File: src/rtl/fetch_queue.sv
// fetch_queue: sequential instruction fetch with in-order response FIFO and redirect flush
// Ports: clk, rst (async active-high); imem_req_valid/ready/addr request channel;
// imem_rsp_valid/instr in-order responses; instr_valid/ready, instr, instr_pc to the core;
// redirect/redirect_pc taken-branch target. Defining FETCH_QUEUE_STATS_EN adds the
// stall_cycles and dropped_rsps saturating counters.
module fetch_queue #(
  parameter int DEPTH = 4,
  parameter logic [31:0] RESET_PC = 32'h0000_0000
) (
  input  logic        clk,
  input  logic        rst,
  output logic        imem_req_valid,
  input  logic        imem_req_ready,
  output logic [31:0] imem_req_addr,
  input  logic        imem_rsp_valid,
  input  logic [31:0] imem_rsp_instr,
  output logic        instr_valid,
  input  logic        instr_ready,
  output logic [31:0] instr,
  output logic [31:0] instr_pc,
  input  logic        redirect,
  input  logic [31:0] redirect_pc
`ifdef FETCH_QUEUE_STATS_EN
  ,
  output logic [31:0] stall_cycles,
  output logic [31:0] dropped_rsps
`endif
);
  localparam int CW = $clog2(DEPTH + 1);
  localparam int PW = $clog2(DEPTH);
  logic [31:0] fetch_pc, rsp_pc, target;
  logic [CW-1:0] outstanding, drop, count, out_next;
  logic [CW:0] inflight;
  logic [PW-1:0] head, tail;
  logic [31:0] mem_instr [DEPTH];
  logic [31:0] mem_pc [DEPTH];
  logic req_fire, pop, push, discard;
  // Buffered plus in-flight entries bound the FIFO, so a response can never overflow it.
  assign inflight = {1'b0, count} + {1'b0, outstanding};
  assign imem_req_valid = !redirect && (inflight < (CW+1)'(DEPTH));
  assign imem_req_addr = fetch_pc;
  assign req_fire = imem_req_valid && imem_req_ready;
  assign instr_valid = count != '0;
  assign instr = instr_valid ? mem_instr[head] : '0;
  assign instr_pc = instr_valid ? mem_pc[head] : '0;
  assign pop = instr_valid && instr_ready;
  // A response landing in the redirect cycle belongs to the old path and is thrown away.
  assign discard = imem_rsp_valid && (redirect || drop != '0);
  assign push = imem_rsp_valid && !discard;
  assign out_next = outstanding + CW'(req_fire) - CW'(imem_rsp_valid);
  assign target = redirect_pc & ~32'h3;
  always_ff @(posedge clk or posedge rst) begin
    if (rst) begin
      fetch_pc <= RESET_PC;
      rsp_pc <= RESET_PC;
      outstanding <= '0;
      drop <= '0;
      count <= '0;
      head <= '0;
      tail <= '0;
    end else begin
      outstanding <= out_next;
      if (redirect) begin
        fetch_pc <= target;
        rsp_pc <= target;
        drop <= out_next;
        count <= '0;
        head <= '0;
        tail <= '0;
      end else begin
        if (req_fire) fetch_pc <= fetch_pc + 32'd4;
        if (push) rsp_pc <= rsp_pc + 32'd4;
        if (push) tail <= tail + 1'b1;
        if (pop) head <= head + 1'b1;
        if (discard) drop <= drop - 1'b1;
        count <= count + CW'(push) - CW'(pop);
      end
    end
  end
  always_ff @(posedge clk) begin
    if (push) begin
      mem_instr[tail] <= imem_rsp_instr;
      mem_pc[tail] <= rsp_pc;
    end
  end
`ifdef FETCH_QUEUE_STATS_EN
  always_ff @(posedge clk or posedge rst) begin
    if (rst) begin
      stall_cycles <= '0;
      dropped_rsps <= '0;
    end else begin
      if (instr_ready && !instr_valid && stall_cycles != '1) stall_cycles <= stall_cycles + 32'd1;
      if (discard && dropped_rsps != '1) dropped_rsps <= dropped_rsps + 32'd1;
    end
  end
`endif
endmodule

File: config.mk
export PLATFORM = sky130hd
export DESIGN_NAME = fetch_queue
export DESIGN_NICKNAME = d
export VERILOG_FILES = /design/src/rtl/fetch_queue.sv
export SDC_FILE = /design/constraint.sdc
export NUM_CORES = 1
export LEC_CHECK = 0
export ABC_AREA = 1
export CORE_MARGIN = 2
export CORE_UTILIZATION = 38
export DETAILED_ROUTE_END_ITERATION = 10
export HOLD_SLACK_MARGIN = 0.06
export PLACE_DENSITY = 0.71
export SLEW_MARGIN = 10
export SYNTH_ARGS = -nofsm -noshare
export SYNTH_HDL_FRONTEND = slang
export SYNTH_SLANG_ARGS = --single-unit
File: constraint.sdc
create_clock -name clk -period 4.22 [get_ports clk]
set_clock_uncertainty 0.1 [all_clocks]
set_input_delay 0.422 -clock clk [delete_from_list [all_inputs] [get_ports clk]]
set_output_delay 0.422 -clock clk [all_outputs]
set_load 0.01 [all_outputs]
==> flow_summary_export.csv <==
group,metric,value,unit
power_and_ir_drop,p_int,6.90,mW
sta,setup_viol,0,
routing,drt-pass1-iter-count,5,
clocking,clkTransAtPathRegs,50,ps
place,dp_hpwl,22600,um
sta,drv_slew,0,
place,portBuffers,161,
floorplanning,initial_core_util,38.8,%
final_layout,drive_above_1_share,6.22,%
routing,via_count,11047,
sta,timing.fmax,298,MHz
worst_setup_path,timing.rr.end,"drop[2]$_DFFE_PP0P_",
sta,finalCriticalPeriod,3360,ps
place,dpl_cell_area,0.0168,sq mm
global_routing,grt_pass1_vias,10630,
global_routing,gr-usage-met3,2.69,%
global_routing,antenna_found_initial,0,
routing,routedWlPerCell,16.5,um
worst_hold_path,hold_path.class,"in2reg",
place,gp_congestion,0.874,
sta,setup_tns,0,ps
sta,relSlewSlack,31.7,%
global_routing,grtUsageTotal,17.8,%
flow_run,max-cap-violations,0,
routing,drtIter0Drc,918,
synth,synth_seq_cells,321,
final_layout,final_cells,2200,
floorplanning,row_count,71,
worst_hold_path,holdPathStages,3,
clocking,post-cts-setup-buffers,0,
sta,hold_viol,0,
synth,synth_warnings,0,
floorplanning,die_w,201,um
worst_setup_path,critPathKind,"reg2out",
clocking,htreeDepth,2,
final_layout,final_cell_area,0.0180,sq mm
global_routing,use_met2,29.9,%
routing,wirelength,36300,um
worst_setup_path,startpoint_type,"flop",
worst_setup_path,worstPathMaxFanout,55,
global_routing,grt_max_degree,126,
synth,synth.distinct_cells,34,
sta,worstMarginPinSlew,1020,ps
sta,fin_crit_sh,79.6,%
run_status,outcome,"complete, no violations",
final_layout,antennaDiodeCount,0,
routing,antenna_left,0,
sta,whs,399,ps
routing,route.detailed.drc,0,
clocking,cts_hold_buf,0,
worst_hold_path,hold_path_startpoint,"instr_ready",
power_and_ir_drop,sw_frac_of_total,32.9,%
worst_setup_path,reg2reg_depth,10,
clocking,cts_buffers,34,
clocking,clock-root-buffer,"clkbuf_16",
worst_hold_path,holdPathEnd,"head[0]$_DFFE_PP0P_",
final_layout,nNetsFinal,1750,
floorplanning,die_h,201,um
global_routing,grt_overflow_total,0,
worst_setup_path,r2r_setup_slack,1540,ps
global_routing,grt-busiest-layer,"met2",
clocking,cts_tree,"done",
power_and_ir_drop,p_leak,6.84,nW
synth,syn_area_per_cell,9.70,sq um
routing,viasPerCell,5.02,
sta,rsz0062_at_grt,"false",
place,placed_cells,2139,
sta,fin_ws,863,ps
worst_setup_path,end_kind,"primary output",
floorplanning,io_pins,168,
power_and_ir_drop,cellPowerDensity,571,mW/mm^2
final_layout,area_delta_synth_final,22.5,%
final_layout,postLayoutCoreUtil,47.5,%
power_and_ir_drop,ir_drop,0.302,mV
power_and_ir_drop,p_sw,3.37,mW
clocking,cts.sinks,321,
worst_setup_path,r2r_start,"count[1]$_DFF_PP0_",
power_and_ir_drop,pwr-share-clk,29.3,%
clocking,cts_resized,0,
clocking,clk_latency,510,ps
synth,netlist_area,0.0147,sq mm
global_routing,grt_use_met1,24.6,%
power_and_ir_drop,p_comb_share,31.7,%
global_routing,grt_pass1_wl,57200,um
power_and_ir_drop,seq_power_share,39.1,%
power_and_ir_drop,power,10.3,mW
synth,netlist_instances,1513,
clocking,cts_max_path_buffers,3,
synth,synth-seq-area-share,63.2,%
floorplanning,die_area,0.0402,sq mm
worst_setup_path,required,3700,ps
place,pre_cts_slack,1190,ps
worst_setup_path,arrival,2840,ps
floorplanning,core_area,0.0378,sq mm
==> sequential cells by signal, indices dropped and copies added, names as in the netlist <==
signal and cells:
tail 2, drop 3, count 3, mem_pc 120, head 2, mem_instr 128, imem_req_addr 30, rsp_pc 30
outstanding 3
==> kinds of logic (layout without fill, tap and decap cells) <==
| family | after synthesis | after routing | synth area share [%] |
|---|---|---|---|
| other | 1 | 4 | 0.0255 |
| DFF | 321 | 321 | 63.2 |
| adders and majority gates | 16 | 16 | 1.47 |
| xor gates and xnor gates | 17 | 17 | 1.01 |
| AOI/OAI and AO/OA | 264 | 264 | 9.25 |
| and+or+nand+nor | 705 | 705 | 19.8 |
| buffers and inverters | 189 | 362 | 5.31 |
==> worst max-delay path, cell delays in order, from the launching register on <==
cell and delay (ps):
dfrtp_4 490, clkinv_2 470, buf_4 410, o21ai_0 140, a21oi_1 190, clkdlybuf4s50_1 580
==> cells in the final DEF, fill, tap and decap left out, types with 3 or more instances in the layout <==
cell	n
a21oi_1	75
o21ai_1	3
xor2_1	14
conb_1	4
dfrtp_1	71
xnor2_1	3
buf_12	5
nor2_4	15
nor2_1	317
clkbuf_8	3
clkinv_2	3
inv_2	5
clkbuf_16	36
buf_4	10
ha_1	14
nand2_2	7
o211ai_1	12
clkdlybuf4s50_1	161
nand2_1	280
inv_1	119
clkbuf_1	7
nand3_1	67
o21ai_0	171
bufinv_16	3
edfxtp_1	248
clkinv_1	6
nor2_2	9
==> worst max-delay path by stage <==
stage | depth (start not counted) | startpoint | end | slack (ps)
after floorplan | 7 | drop[0]$_DFFE_PP0P_ | mem_instr[0][0]$_DFFE_PP_ | -40
after global placement | 10 | redirect | count[2]$_DFF_PP0_ | 1210
after detailed placement | 5 | redirect | mem_instr[1][28]$_DFFE_PP_ | 1190
after CTS | 5 | head[0]$_DFFE_PP0P_ | instr[18] | 830
after global routing | 5 | head[0]$_DFFE_PP0P_ | instr[16] | 660
final | 5 | head[0]$_DFFE_PP0P_ | instr[18] | 860
==> area by class of cell <==
type	instances	area, sq um
well taps	511	639
inverters	125	470
multi-input cells	1006	4670
flip-flops and latches	321	9280
clock inverters	15	168
fillers	3433	19900
repair buffers	176	1790
clock buffers	46	968
==> power groups by stage <==
stage / Clock [mW] / Sequential (mW) / Combinational, mW
after floorplan: 0 / 4.00 / 1.71
after global placement: 0 / 4.05 / 3.21
after detailed placement: 0 / 4.06 / 3.28
after CTS: 3.07 / 4.00 / 3.29
after global routing: 3.21 / 4.05 / 3.58
final: 3.01 / 4.01 / 3.25
==> cell usage after synthesis <==
master,n,area share (%)
xnor2_1,3,0.18
and3_1,1,0.043
clkbuf_1,31,0.79
o221ai_1,1,0.060
inv_1,120,3.1
xor2_1,14,0.84
o21ai_1,3,0.10
nand3_1,67,2.3
nor3_1,2,0.068
a31oi_1,2,0.085
nand4_1,2,0.085
o21ai_0,171,5.8
o211ai_1,12,0.61
nand2_2,7,0.30
conb_1,1,0.026
buf_2,22,0.75
nand3b_1,1,0.051
nor2_1,321,8.2
nand2_4,2,0.15
buf_4,9,0.46
inv_2,4,0.10
buf_6,1,0.077
ha_1,14,1.2
and2_1,1,0.043
clkinv_2,1,0.034
nor2_2,9,0.38
nand2_1,280,7.2
nor2_4,11,0.84
nand4_4,1,0.14
fa_1,2,0.27
dfrtp_1,73,12
a21oi_1,75,2.6
edfxtp_1,248,51
buf_1,1,0.026
==> layer usage <==
metal	up-vias	share of wire, %	routed length, um
met5	-	0	0
met2	391	47	17100
met4	0	1.2	429
met3	34	6.6	2400
met1	5289	45	16400
li1	5333	-	-
Note: power is estimated with default switching activity, not from simulation.
